[src/rtl/midi_pkg.sv]
// Shared MIDI constants, decoder state and event types, plus the message-length helper.
package midi_pkg;

   localparam logic [3:0] NOTE_OFF    = 4'h8;
   localparam logic [3:0] NOTE_ON     = 4'h9;
   localparam logic [3:0] POLY_AT     = 4'hA;
   localparam logic [3:0] CC          = 4'hB;
   localparam logic [3:0] PROG        = 4'hC;
   localparam logic [3:0] CHAN_AT     = 4'hD;
   localparam logic [3:0] PBEND       = 4'hE;
   localparam logic [7:0] SYSEX_START = 8'hF0;
   localparam logic [7:0] SYSEX_END   = 8'hF7;
   localparam logic [7:0] RT_MIN      = 8'hF8;

   typedef enum logic [1:0] {
      IDLE,
      WAIT_D1,
      WAIT_D2,
      SYSEX
   } dec_state_t;

   typedef enum logic [2:0] {
      EVT_NOTE_OFF = 3'd0,
      EVT_NOTE_ON  = 3'd1,
      EVT_POLY_AT  = 3'd2,
      EVT_CC       = 3'd3,
      EVT_PROG     = 3'd4,
      EVT_CHAN_AT  = 3'd5,
      EVT_PBEND    = 3'd6
   } evt_type_t;

   function automatic logic [1:0] midi_data_len(input logic [7:0] status);
      if (status[7:4] == PROG || status[7:4] == CHAN_AT)
         return 2'd1;
      else
         return 2'd2;
   endfunction

endpackage

[src/rtl/midi_mono_voice.sv]
// Monophonic note/gate tracker fed by the decoder's pre-register event bus,
// so its outputs change in the same cycle the registered event strobe rises.
module midi_mono_voice
   import midi_pkg::*;
(
   input  logic       clk,
   input  logic       reset_n,
   input  logic       evt_valid,
   input  logic [2:0] evt_type,
   input  logic [6:0] evt_d1,
   input  logic [6:0] evt_d2,
   output logic [6:0] mono_note,
   output logic       mono_gate
);

   always_ff @(posedge clk or negedge reset_n) begin
      if (!reset_n) begin
         mono_note <= '0;
         mono_gate <= 1'b0;
      end else if (evt_valid) begin
         if (evt_type == EVT_NOTE_ON && evt_d2 != 7'd0) begin
            mono_note <= evt_d1;
            mono_gate <= 1'b1;
         end else if (evt_type == EVT_NOTE_OFF && evt_d1 == mono_note) begin
            mono_gate <= 1'b0;
         end
      end
   end

endmodule

[src/rtl/midi_msg_decoder.sv]
// MIDI byte-stream decoder: running status, realtime pass-through, sysex skip,
// optional channel filter, one-cycle registered channel-voice events.
module midi_msg_decoder
   import midi_pkg::*;
#(
   parameter bit OMNI = 1'b1
) (
   input  logic       clk,
   input  logic       reset_n,
   input  logic [7:0] byte_in,
   input  logic       byte_valid,
   input  logic [3:0] listen_chan,
   output logic       evt_valid,
   output logic [2:0] evt_type,
   output logic [3:0] evt_chan,
   output logic [6:0] evt_d1,
   output logic [6:0] evt_d2,
   output logic [6:0] mono_note,
   output logic       mono_gate
);

   dec_state_t state_reg, state_next;
   logic [7:0] rs_reg, rs_next;
   logic       rs_valid_reg, rs_valid_next;
   logic [6:0] d1_reg, d1_next;

   logic       emit;
   logic       fire;
   logic [2:0] emit_type;
   logic [6:0] emit_d1;
   logic [6:0] emit_d2;

   always_ff @(posedge clk or negedge reset_n) begin
      if (!reset_n) begin
         state_reg    <= IDLE;
         rs_reg       <= '0;
         rs_valid_reg <= 1'b0;
         d1_reg       <= '0;
      end else begin
         state_reg    <= state_next;
         rs_reg       <= rs_next;
         rs_valid_reg <= rs_valid_next;
         d1_reg       <= d1_next;
      end
   end

   always_comb begin
      state_next    = state_reg;
      rs_next       = rs_reg;
      rs_valid_next = rs_valid_reg;
      d1_next       = d1_reg;
      emit          = 1'b0;
      emit_d1       = byte_in[6:0];
      emit_d2       = 7'd0;
      if (byte_valid) begin
         if (byte_in >= RT_MIN) begin
            // realtime bytes are invisible to the parser
         end else if (byte_in[7] && byte_in < SYSEX_START) begin
            rs_next       = byte_in;
            rs_valid_next = 1'b1;
            state_next    = WAIT_D1;
         end else if (byte_in == SYSEX_START) begin
            rs_valid_next = 1'b0;
            state_next    = SYSEX;
         end else if (byte_in[7]) begin
            rs_valid_next = 1'b0;
            state_next    = IDLE;
         end else begin
            case (state_reg)
               IDLE, WAIT_D1: begin
                  if (rs_valid_reg) begin
                     if (midi_data_len(rs_reg) == 2'd1) begin
                        emit       = 1'b1;
                        state_next = WAIT_D1;
                     end else begin
                        d1_next    = byte_in[6:0];
                        state_next = WAIT_D2;
                     end
                  end
               end
               WAIT_D2: begin
                  emit       = 1'b1;
                  emit_d1    = d1_reg;
                  emit_d2    = byte_in[6:0];
                  state_next = WAIT_D1;
               end
               default: ;
            endcase
         end
      end
   end

   always_comb begin
      emit_type = rs_reg[6:4];
      if (rs_reg[7:4] == NOTE_ON && emit_d2 == 7'd0)
         emit_type = EVT_NOTE_OFF;
   end

   // Filtered-out channels still advance the parser; they just never strobe.
   assign fire = emit && (OMNI || rs_reg[3:0] == listen_chan);

   always_ff @(posedge clk or negedge reset_n) begin
      if (!reset_n) begin
         evt_valid <= 1'b0;
         evt_type  <= '0;
         evt_chan  <= '0;
         evt_d1    <= '0;
         evt_d2    <= '0;
      end else begin
         evt_valid <= fire;
         if (fire) begin
            evt_type <= emit_type;
            evt_chan <= rs_reg[3:0];
            evt_d1   <= emit_d1;
            evt_d2   <= emit_d2;
         end
      end
   end

   midi_mono_voice u_mono (
      .clk       (clk),
      .reset_n   (reset_n),
      .evt_valid (fire),
      .evt_type  (emit_type),
      .evt_d1    (emit_d1),
      .evt_d2    (emit_d2),
      .mono_note (mono_note),
      .mono_gate (mono_gate)
   );

endmodule
[config.mk]
export PLATFORM = sky130hd
export DESIGN_NAME = midi_msg_decoder
export DESIGN_NICKNAME = d
export VERILOG_FILES = /design/src/rtl/midi_pkg.sv /design/src/rtl/midi_mono_voice.sv /design/src/rtl/midi_msg_decoder.sv
export SDC_FILE = /design/constraint.sdc
export NUM_CORES = 1
export LEC_CHECK = 0
export CORE_ASPECT_RATIO = 0.5
export CORE_MARGIN = 5
export CORE_UTILIZATION = 35
export DETAILED_ROUTE_END_ITERATION = 6
export GPL_TIMING_DRIVEN = 0
export SLEW_MARGIN = 20
export SYNTH_ARGS = -nofsm -noshare
export SYNTH_HDL_FRONTEND = slang
export SYNTH_HIERARCHICAL = 1
export SYNTH_SLANG_ARGS = --single-unit
[constraint.sdc]
create_clock -name clk -period 2.85 [get_ports clk]
set_input_delay 0.57 -clock clk [delete_from_list [all_inputs] [get_ports clk]]
set_output_delay 0.57 -clock clk [all_outputs]
set_load 0.005 [all_outputs]
==> flow_metrics.env <==
export IMPL_synthArstFlopShare=1.00
export IMPL_slowest_stage="clkdlybuf4s50_1"
export IMPL_fillCellCount=613
export IMPL_wirelength_um=5490
export IMPL_core_mm2=0.00657
export IMPL_power_total_uw=2470
export IMPL_yosys_area_top_type_share=0.518
export IMPL_largest_register_ff_count=8
export IMPL_synth_warnings=6
export IMPL_setup_slack_ps=127
export IMPL_drt_wirelength_per_cell_um=15.8
export IMPL_rsz0062_at_grt="false"
export IMPL_dp_cells=337
export IMPL_yosys_top_cells_area="dfrtp_1 52%, mux2_2 6.8%, mux2_4 5.8%, nand2_1 4.7%, a21o_1 2.9%"
export IMPL_cts_made_buffers=5
export IMPL_start_util=0.353
export IMPL_path_buf_inv=5
export IMPL_path_clk_slew_ps=60
export IMPL_yosys_area_top_type="dfrtp_1"
export IMPL_status="finished clean"
export IMPL_switchingPower_uw=659
export IMPL_p_leak_uw=0.00137
export IMPL_r2r_slack_ps=560
export IMPL_tightest_slew_ps=631
export IMPL_dpl_worst_slack_ps=-504
export IMPL_netlist_area_mm2=0.00232
export IMPL_dieArea_mm2=0.00845
export IMPL_viasPerCell=4.83
export IMPL_fin_area_mm2=0.00308
export IMPL_ys_ff_latch=48
export IMPL_critical_path_max_stage_delay_ps=410
export IMPL_area_growth_pct=32.6
export IMPL_vdd_ir_drop_max_v=0.000255
export IMPL_synthFlopType="dfrtp_1"
export IMPL_first_pass_iters=4
export IMPL_final_util=0.468
export IMPL_reg2reg_from="state_reg[0]$_DFFE_PN0P_"
export IMPL_worstPathRequired_ps=3020
export IMPL_final_nets=270
export IMPL_dp_hpwl_um=4060
export IMPL_synth_edf_count=0
export IMPL_endpoint_kind="register"
export IMPL_synth_cell_type_count=43
export IMPL_globalRouteOverflowTotal=0
export IMPL_yosysMostFrequentCell="dfrtp_1"
export IMPL_fin_skew_ps=3.55
export IMPL_grt_pass1_wl_um=9150
export IMPL_stdcell_count=348
export IMPL_grt_max_degree=27
export IMPL_hp_class="input port to async pin"
export IMPL_drv_slew=0
export IMPL_multi_input_area_mm2=0.00106
export IMPL_switching_share=0.267
export IMPL_p_int_uw=1810
export IMPL_finalCritPeriodShare=0.955
export IMPL_syn_num_nets=219
export IMPL_io_pins=45
export IMPL_comb_power_share=0.308
export IMPL_clkPwrFrac=0.268
export IMPL_syn_inst=204
export IMPL_cts_buffer_depth=2
export IMPL_die_height_um=67.6
export IMPL_seq_area_mm2=0.00120
export IMPL_setup_viol_count_final=0
export IMPL_first_iter_violations=92
export IMPL_insertion_delay_ps=290
export IMPL_clock_root_buffer="clkbuf_16"
export IMPL_critPathLaunchType="input port"
export IMPL_worstPathArrival_ps=2890
export IMPL_rows=21
export IMPL_grt_pass1_vias=1826
export IMPL_remaining_drc_errors=0
export IMPL_relSlewSlack=0.580
export IMPL_synth_seq_area_share=0.518
export IMPL_io_buffers=40
export IMPL_synth_avg_cell_area_um2=11.4
export IMPL_r2r_cells=9
export IMPL_gp_congestion=0.799
export IMPL_htreeDepth=2
export IMPL_vias=1680
export IMPL_cp_cell_sequence="clkdlybuf4s50_1, buf_4, and4bb_4, a41oi_4, inv_4, buf_6, nor3b_4, nand2_1, a21oi_4, buf_12, mux2_4"
export IMPL_power_density_mw_per_mm2=802
export IMPL_worst_path_stages=11
export IMPL_ant_nets=0
export IMPL_hold_viol=0
export IMPL_die_x_um=125
export IMPL_critical_path_top_delay_family="buffers and inverters"
export IMPL_insertedDiodeCount=0
export IMPL_place_area_mm2=0.00286
export IMPL_fin_crit_ps=2720
export IMPL_drv_cap=0
export IMPL_layout_drive_gt1_share=0.207
export IMPL_path_class="input port to register"
export IMPL_cts_tree="yes"
export IMPL_r2r_end="u_mono/mono_note[3]$_DFFE_PN0P_"
export IMPL_cts_sinks=48
export IMPL_p_seq_frac=0.424
export IMPL_cp_max_fo=11
export IMPL_yosys_top_cells_count="48 x dfrtp_1, 29 x nand2_1, 14 x mux2_2"
export IMPL_clock_fmax_ghz=0.367
export IMPL_antenna_found_initial=0
export IMPL_track_usage=0.140
==> worst reg2reg max path: cells and delay by family, from the launching register on <==
family	cells	cell delay (ps)
compound gates	2	230
buf+inv	2	280
flops	1	410
mux	1	300
simple gates	4	940
==> layer usage <==
metal  GRT usage  routed length [um]  vias up
li1            -                   -      807
met1       0.184                2550      831
met2       0.237                2620       39
met3      0.0348                 294        3
met4      0.0378                  24        0
met5           0                   0        -
==> worst max path at each step <==
stage	from	to	slack, ps
after floorplan	byte_in[7]	u_mono/mono_note[0]$_DFFE_PN0P_	360
after global placement	byte_in[7]	u_mono/mono_note[3]$_DFFE_PN0P_	-480
after detailed placement	byte_in[7]	u_mono/mono_note[6]$_DFFE_PN0P_	-500
after CTS	byte_in[7]	u_mono/mono_note[3]$_DFFE_PN0P_	10
after global routing	byte_in[1]	u_mono/mono_note[3]$_DFFE_PN0P_	40
final	byte_in[7]	u_mono/mono_note[3]$_DFFE_PN0P_	130
==> power groups by stage <==
stage                     Sequential, uW  Clock (uW)  Combinational, uW
final                               1050         661                760
after global routing                1080         707                836
after CTS                           1050         670                771
after detailed placement            1060           0                763
after global placement              1050           0                746
after floorplan                     1050           0                322
==> final cells by class <==
type,count,share of cell area
inverter,5,0.00691
clock buffer,6,0.0419
multi-input combinational,143,0.345
tap,92,0.0374
buffer,8,0.0171
clock inverter,2,0.0114
sequential,48,0.390
timing repair buffer,44,0.150
==> kinds of logic after synthesis <==
family | share of synthesized area
multiplexers | 0.126
AO/OA/AOI/OAI | 0.115
XOR/XNOR | 0.0264
AND/OR/NAND/NOR | 0.183
flip-flops | 0.518
buffers and inverters | 0.0313
==> metrics by stage <==
| stage | TNS, ps | hold slack, ps |
|---|---|---|
| floorplan | 0 | 274 |
| global placement | -10190 | 454 |
| detailed placement | -3750 | 456 |
| CTS | 0 | 320 |
| global route | 0 | 357 |
| finish | 0 | 300 |
==> timing repair <==
item | in CTS | in global routing
pin swaps | 0 | 1
gates cloned | 0 | 0
setup buffers | 2 | 1
endpoints found under the setup margin | 7 | 8
hold buffers | 0 | 0
gates resized for setup | 1 | 5
==> layout by cell type, fill, tap and decap left out, types with 2 or more instances in the layout <==
master           netlist  layout
a31oi_1                4       4
nand2b_1               6       6
a21oi_1                3       2
clkbuf_1               3       3
nand3_1                2       2
or3_1                  2       2
mux2_4                 9       9
inv_1                  4       4
buf_6                  2       2
a21o_1                 9       9
nor2b_1                3       3
clkdlybuf4s50_1        0      38
nand2_1               29      29
a22oi_1                2       2
buf_2                  2       3
o31ai_1                2       2
dfrtp_1               48      48
buf_4                  1       3
o21ai_0                9       9
clkbuf_16              0       5
nand4_1                2       2
nor2_1                12      12
and2_1                10      10
xnor2_1                6       6
mux2_2                14      14
No activity file was read; power rests on OpenSTA's default activity.
